## src/rtl/multiplicador_secuencial.sv

```systemverilog
// Time-multiplexed matrix multiplier C = A x B using P MAC lanes, one inner-product step per cycle.
// Optional macro MULT_ACC_EN adds the 'acc' input so a run can add A x B onto the previous result.
module multiplicador_secuencial #(
   parameter int Bit   = 3,
   parameter int log2M = 2,
   parameter int EBit  = 2*Bit+log2M,
   parameter int M     = 4,
   parameter int N     = 2,
   parameter int P     = 2,
   parameter int SIGNO = 0
) (
   input  logic                  clk,
   input  logic                  rst,
   input  logic                  start,
`ifdef MULT_ACC_EN
   input  logic                  acc,
`endif
   input  logic [N*M*Bit-1:0]    in1w,
   input  logic [M*P*Bit-1:0]    in2w,
   output logic                  busy,
   output logic                  done,
   output logic [P*N*EBit-1:0]   out
);

   // state    | meaning
   // ST_IDLE  | waiting for start; operands captured on the start edge
   // ST_RUN   | one MAC step per cycle over rows i and inner index k
   // ST_DONE  | single cycle with done high and out holding the new result
   typedef enum logic [1:0] {ST_IDLE, ST_RUN, ST_DONE} state_t;

   localparam int IW = (N > 1) ? $clog2(N) : 1;
   localparam int KW = (M > 1) ? $clog2(M) : 1;
   localparam logic [IW-1:0] I_LAST = IW'(N-1);
   localparam logic [KW-1:0] K_LAST = KW'(M-1);

   state_t state_q, state_d;
   logic [N*M*Bit-1:0]  a_q;
   logic [M*P*Bit-1:0]  b_q;
   logic [IW-1:0]       i_q;
   logic [KW-1:0]       k_q;
   logic [EBit-1:0]     acc_q [P];
   logic [P*N*EBit-1:0] res_q;
   logic                acc_mode_q;

   logic                load;
   logic                last_k;
   logic                last_row;
   logic [Bit-1:0]      a_sel;
   logic [EBit-1:0]     a_ext;
   logic [EBit-1:0]     b_ext;
   logic [EBit-1:0]     pre;
   logic [EBit-1:0]     sum [P];
   logic [P*N*EBit-1:0] res_d;

   function automatic logic [EBit-1:0] ext(input logic [Bit-1:0] x);
      if (SIGNO != 0) return {{(EBit-Bit){x[Bit-1]}}, x};
      else            return {{(EBit-Bit){1'b0}}, x};
   endfunction

   always_comb begin
      state_d  = state_q;
      load     = 1'b0;
      last_k   = (k_q == K_LAST);
      last_row = last_k && (i_q == I_LAST);
      case (state_q)
         ST_IDLE: if (start) begin
            state_d = ST_RUN;
            load    = 1'b1;
         end
         ST_RUN:  if (last_row) state_d = ST_DONE;
         ST_DONE: state_d = ST_IDLE;
         default: state_d = ST_IDLE;
      endcase
   end

   assign busy = (state_q == ST_RUN);

   // Lane j adds A[i][k]*B[k][j]; the completed row is spliced into a copy of the buffer so
   // the last row can reach out on the same edge that enters ST_DONE.
   always_comb begin
      a_sel = a_q[(int'(i_q)*M + int'(k_q))*Bit +: Bit];
      a_ext = ext(a_sel);
      res_d = res_q;
      for (int j = 0; j < P; j++) begin
         b_ext = ext(b_q[(int'(k_q)*P + j)*Bit +: Bit]);
         pre   = '0;
`ifdef MULT_ACC_EN
         if (acc_mode_q && (k_q == '0))
            pre = out[int'(i_q)*P*EBit + j*EBit +: EBit];
`endif
         sum[j] = acc_q[j] + (a_ext * b_ext) + pre;
         res_d[int'(i_q)*P*EBit + j*EBit +: EBit] = sum[j];
      end
   end

   always_ff @(posedge clk or posedge rst) begin
      if (rst) begin
         state_q    <= ST_IDLE;
         a_q        <= '0;
         b_q        <= '0;
         i_q        <= '0;
         k_q        <= '0;
         res_q      <= '0;
         out        <= '0;
         done       <= 1'b0;
         acc_mode_q <= 1'b0;
         for (int j = 0; j < P; j++) acc_q[j] <= '0;
      end else begin
         state_q <= state_d;
         done    <= 1'b0;
         if (load) begin
            a_q <= in1w;
            b_q <= in2w;
            i_q <= '0;
            k_q <= '0;
`ifdef MULT_ACC_EN
            acc_mode_q <= acc;
`else
            acc_mode_q <= 1'b0;
`endif
            for (int j = 0; j < P; j++) acc_q[j] <= '0;
         end else if (state_q == ST_RUN) begin
            if (last_k) begin
               res_q <= res_d;
               k_q   <= '0;
               i_q   <= last_row ? '0 : i_q + 1'b1;
               for (int j = 0; j < P; j++) acc_q[j] <= '0;
               if (last_row) begin
                  out  <= res_d;
                  done <= 1'b1;
               end
            end else begin
               k_q <= k_q + 1'b1;
               for (int j = 0; j < P; j++) acc_q[j] <= sum[j];
            end
         end
      end
   end

endmodule

```

## config.mk

```make
export PLATFORM = sky130hd
export DESIGN_NAME = multiplicador_secuencial
export DESIGN_NICKNAME = d
export VERILOG_FILES = /design/src/rtl/multiplicador_secuencial.sv
export SDC_FILE = /design/constraint.sdc
export NUM_CORES = 1
export LEC_CHECK = 0
export CORE_MARGIN = 1
export CORE_UTILIZATION = 49
export DETAILED_ROUTE_END_ITERATION = 10
export PLACE_DENSITY_LB_ADDON = 0.15
export REMOVE_ABC_BUFFERS = 1
export SYNTH_ARGS = -nofsm -noshare
export SYNTH_HDL_FRONTEND = slang
export SYNTH_SLANG_ARGS = --single-unit
```

## constraint.sdc

```tcl
create_clock -name clk -period 3.7 [get_ports clk]
set_input_delay 0.74 -clock clk [delete_from_list [all_inputs] [get_ports clk]]
set_output_delay 0.74 -clock clk [all_outputs]
set_load 0.05 [all_outputs]
```

==> results <==
- Port buffering added 84 buffers.
- In this run the critical register-to-register path is captured at out[22].
- The time the final worst path needs with I/O delays and setup is around 3.6 ns.
- The full die area is 12100 µm².
- The routability congestion estimate is 0.851.
- The clock net sink count is 118.
- The DRC violation count after routing is 0.
- Setup repair after global routing could not meet its margin everywhere.
- STA puts the critical path data arrival time at 3.89 ns.
- The setup violation total in the final timing report is 0.
- The die outline width is roughly 110 µm.
- The floorplan step set the die height to 110 µm.
- The number of global-route vias before repair was 3901.
- The initialized floorplan defines 39 standard-cell rows.
- The number of antenna violations at the first check in global routing is 0.
- The fraction of registers with async set or reset after synthesis is 100%.
- The average cell area after synthesis is 11.9 µm².
- The distinct cell type count after synthesis is 48.
- The share of synthesized area occupied by flip-flops and latches is between 50% and 60%.
- Along the worst hold path, the cell count comes to 2.
- The clock tree from TritonCTS is done.
- In this run the number of H-tree levels came out at 4.
- The timing startpoint of the critical path is k_q[0].
- The total CTS buffers is 17.
- In this run the remaining antenna-violating nets after routing total 0.
- Global routing used 20.8% of the available tracks across all layers.
- Counting cells, the worst reg-to-reg path comes to 14.
- The type of the setup path with the least slack is reg -> reg.
- The final-report max-slew violation count came to 0.
- The final period utilization is a little over nine tenths.
- The number of instances in the synthesized netlist is between 400 and 500.
- The worst slew margin relative to its limit is 42.7%.
- The data required time of the worst path is 3.99 ns.
- In this run the most critical hold path is launched from res_q[14].
- The number of antenna diodes in the final layout is 0.
- Detailed placement ended at an HPWL of 7.71 mm.
- Clock-pin slew was measured on the worst setup and hold paths at 0.06 ns.
- The largest driver fanout on the critical path is 7.
- The final routed wire length divided by cell count is ~15 µm.
- No sink is reached through more buffers than the 2 on the longest clock path.
- The DRC violation total after the first TritonRoute iteration is 159.
- The worst reg2reg path startpoint is k_q[0].
- The growth of design area from synthesis to finish is 33.1%.
- The pin count of the biggest net entering global routing is 59.
- After detailed routing, the number of vias per cell comes to 5.27.
- Yosys attributes the largest share of cell area to sky130_fd_sc_hd__dfrtp_1, sky130_fd_sc_hd__mux2_2, sky130_fd_sc_hd__nand2_1.
- The type of the most critical hold path is reg -> reg.
- In this run, synthesis inferred 0 flip-flops with an integrated enable.
- Before antenna repair, the detailed router went through 4 iterations.
- For this run, the number of Yosys warnings is 0.
- The synthesized flop and latch total is about 120.
- The core outline area is 11400 µm².
- The endpoint of the most critical setup path is out[22].
- The proportion of netlist area held by the largest area contributor is slightly above 50%.
- Clock latency on the worst-skew pair, taken at its later pin, is 0.42 ns.
- The count of vias placed by the detailed router is slightly below 4000.
- After filler insertion, the fill cell instance count of the layout stands at 900.
- The worst path meets setup with roughly 0.095 ns of slack.
- The total of max-cap violations is 0.
- The routed design has 11.3 mm of wire.
- The pre-CTS worst setup slack is -0.139 ns.
- The final setup skew is approximately 0.013 ns.
- The number of hold violations in the final report came to 0.
- The total overflow left after global routing is 0.
- The final layout contains 664 nets.
- STA classifies the critical path startpoint as a register.
- The reg-to-reg setup timing slack is 0.1 ns.
- The dominant register cell in the synthesized netlist is sky130_fd_sc_hd__dfrtp_1.
- After synthesis the cells add up to 5710 µm².
- The number of top-level design ports is 85.
- For this configuration, the core starts out at a cell density of 50.2%.
- The first global-routing pass estimated 18.6 mm of wire.
- The cell type contributing the most total cell area after synthesis is sky130_fd_sc_hd__dfrtp_1.
- For this run, the top clock speed supported by timing is roughly 0.28 GHz.
- The fraction of layout cells with a size suffix above 1 is 24.8%.
- The flow ran to the end, and the final reports show no timing, DRC or antenna violations.
- The element type at the critical path end is a register.
- For the pin with the worst max-slew slack, the measured transition is 0.854 ns.
- In this run the clock root is driven by a sky130_fd_sc_hd__clkbuf_16.
[metrics by stage]
stage / util [%] / hold WS, ns / cell area (µm²) / instances / TNS, ns
after floorplan: - / 0.433 / 5580 / 456 / -21.85
after global placement: 59.7 / 0.449 / 6790 / 704 / -0.310
after detailed placement: 59.7 / 0.451 / 6790 / 704 / -1.42
after CTS: 65.9 / 0.465 / 7490 / 739 / 0
after global routing: 66.8 / 0.490 / 7600 / 740 / -0.257
final: 66.8 / 0.463 / 7600 / 740 / 0
[layout by cell type (no fill, tap or decap), types with 6 or more instances in the layout]
master / Yosys / layout
sky130_fd_sc_hd__mux2_2: 55 / 55
sky130_fd_sc_hd__inv_1: 29 / 26
sky130_fd_sc_hd__a22o_1: 8 / 8
sky130_fd_sc_hd__clkdlybuf4s50_1: 0 / 84
sky130_fd_sc_hd__fa_1: 10 / 8
sky130_fd_sc_hd__nor2_1: 8 / 8
sky130_fd_sc_hd__dfrtp_1: 118 / 118
sky130_fd_sc_hd__bufinv_16: 0 / 6
sky130_fd_sc_hd__clkbuf_16: 0 / 17
sky130_fd_sc_hd__ha_1: 19 / 15
sky130_fd_sc_hd__mux4_2: 2 / 8
sky130_fd_sc_hd__a21o_1: 6 / 6
sky130_fd_sc_hd__nor2b_1: 9 / 9
sky130_fd_sc_hd__o21ai_0: 20 / 6
sky130_fd_sc_hd__buf_4: 1 / 22
sky130_fd_sc_hd__a21oi_1: 10 / 6
sky130_fd_sc_hd__o21ai_1: 0 / 14
sky130_fd_sc_hd__nand2_1: 99 / 99
[flip-flops by register name, indices dropped and copies added, names as in the netlist]
signal,cells
b_q,24
res_q,16
k_q,2
i_q,1
state_q,2
done,1
out,32
acc_q,16
a_q,24
[what timing repair did]
item / in CTS / in global routing
setup buffers: 3 / 1
hold buffers: 0 / 0
pin swaps: 6 / 24
gates resized for setup: 21 / 26
endpoints found under the hold margin: 0 / 0
setup endpoints to repair: 23 / 27
[cell families after synthesis]
kind of cell / Yosys count / synth area share (%)
xor+xnor: 8 / 1.23
fa+ha+maj: 29 / 7.67
mux: 72 / 17.7
buf+inv: 54 / 4.27
compound gates: 57 / 6.31
simple gates: 142 / 11.2
flops: 118 / 51.7
[cell usage after synthesis, types with 2 or more instances]
cell	instances
sky130_fd_sc_hd__a21o_1	6
sky130_fd_sc_hd__a22o_1	8
sky130_fd_sc_hd__o21ai_0	20
sky130_fd_sc_hd__nor2_1	8
sky130_fd_sc_hd__fa_1	10
sky130_fd_sc_hd__buf_1	2
sky130_fd_sc_hd__ha_1	19
sky130_fd_sc_hd__nand3_1	3
sky130_fd_sc_hd__o31ai_1	2
sky130_fd_sc_hd__nand4_1	5
sky130_fd_sc_hd__nor2b_1	9
sky130_fd_sc_hd__a31oi_1	3
sky130_fd_sc_hd__clkbuf_1	8
sky130_fd_sc_hd__mux2_2	55
sky130_fd_sc_hd__dfrtp_1	118
sky130_fd_sc_hd__a21oi_1	10
sky130_fd_sc_hd__xor2_1	6
sky130_fd_sc_hd__mux4_2	2
sky130_fd_sc_hd__mux2i_4	2
sky130_fd_sc_hd__inv_1	29
sky130_fd_sc_hd__and4_1	2
sky130_fd_sc_hd__nor3_1	2
sky130_fd_sc_hd__o211ai_1	2
sky130_fd_sc_hd__nand2b_1	5
sky130_fd_sc_hd__xnor2_1	2
sky130_fd_sc_hd__buf_2	11
sky130_fd_sc_hd__and2_1	3
sky130_fd_sc_hd__mux4_1	10
sky130_fd_sc_hd__nand2_1	99
[critical path: stages (launching register included)]
cell	delay (ns)
sky130_fd_sc_hd__dfrtp_1	0.40
sky130_fd_sc_hd__buf_12	0.15
sky130_fd_sc_hd__mux4_2	0.53
sky130_fd_sc_hd__mux2i_4	0.20
sky130_fd_sc_hd__nand2b_4	0.16
sky130_fd_sc_hd__fa_1	0.43
sky130_fd_sc_hd__fa_1	0.50
sky130_fd_sc_hd__inv_2	0.05
sky130_fd_sc_hd__buf_6	0.11
sky130_fd_sc_hd__ha_4	0.24
sky130_fd_sc_hd__a21o_1	0.16
sky130_fd_sc_hd__nand4_1	0.19
sky130_fd_sc_hd__buf_4	0.19
sky130_fd_sc_hd__nand4_1	0.07
sky130_fd_sc_hd__nand3_1	0.10
[cell type report]
| cell class | count | area [µm²] | share of cell area (%) |
|---|---|---|---|
| clock buffer | 22 | 454 | 5.98 |
| clock inverter | 10 | 200 | 2.63 |
| inverter | 30 | 115 | 1.51 |
| multi-input combinational | 308 | 2640 | 34.7 |
| sequential | 118 | 2950 | 38.9 |
| tap | 143 | 179 | 2.35 |
| timing repair buffer | 109 | 1060 | 13.9 |
[worst min path at each step]
| stage | to | slack [ns] |
|---|---|---|
| global placement | out[12] | 0.45 |
| global route | out[3] | 0.49 |
| CTS | out[12] | 0.46 |
| floorplan | out[10] | 0.43 |
| finish | out[14] | 0.46 |
| detailed placement | out[14] | 0.45 |
[layer usage]
layer | wire length [µm] | vias up | share of wire, % | track usage (%)
met5 | 0 | - | 0 | 0
met4 | 212 | 0 | 1.9 | 8.86
met3 | 430 | 16 | 3.8 | 4.98
met2 | 5490 | 92 | 49 | 33.8
met1 | 5120 | 1944 | 45 | 26.6
li1 | - | 1845 | - | -
Power is left out: the tool's default activity adds up to more than one toggle a clock period on the data nets, which glitch-free logic cannot reach.
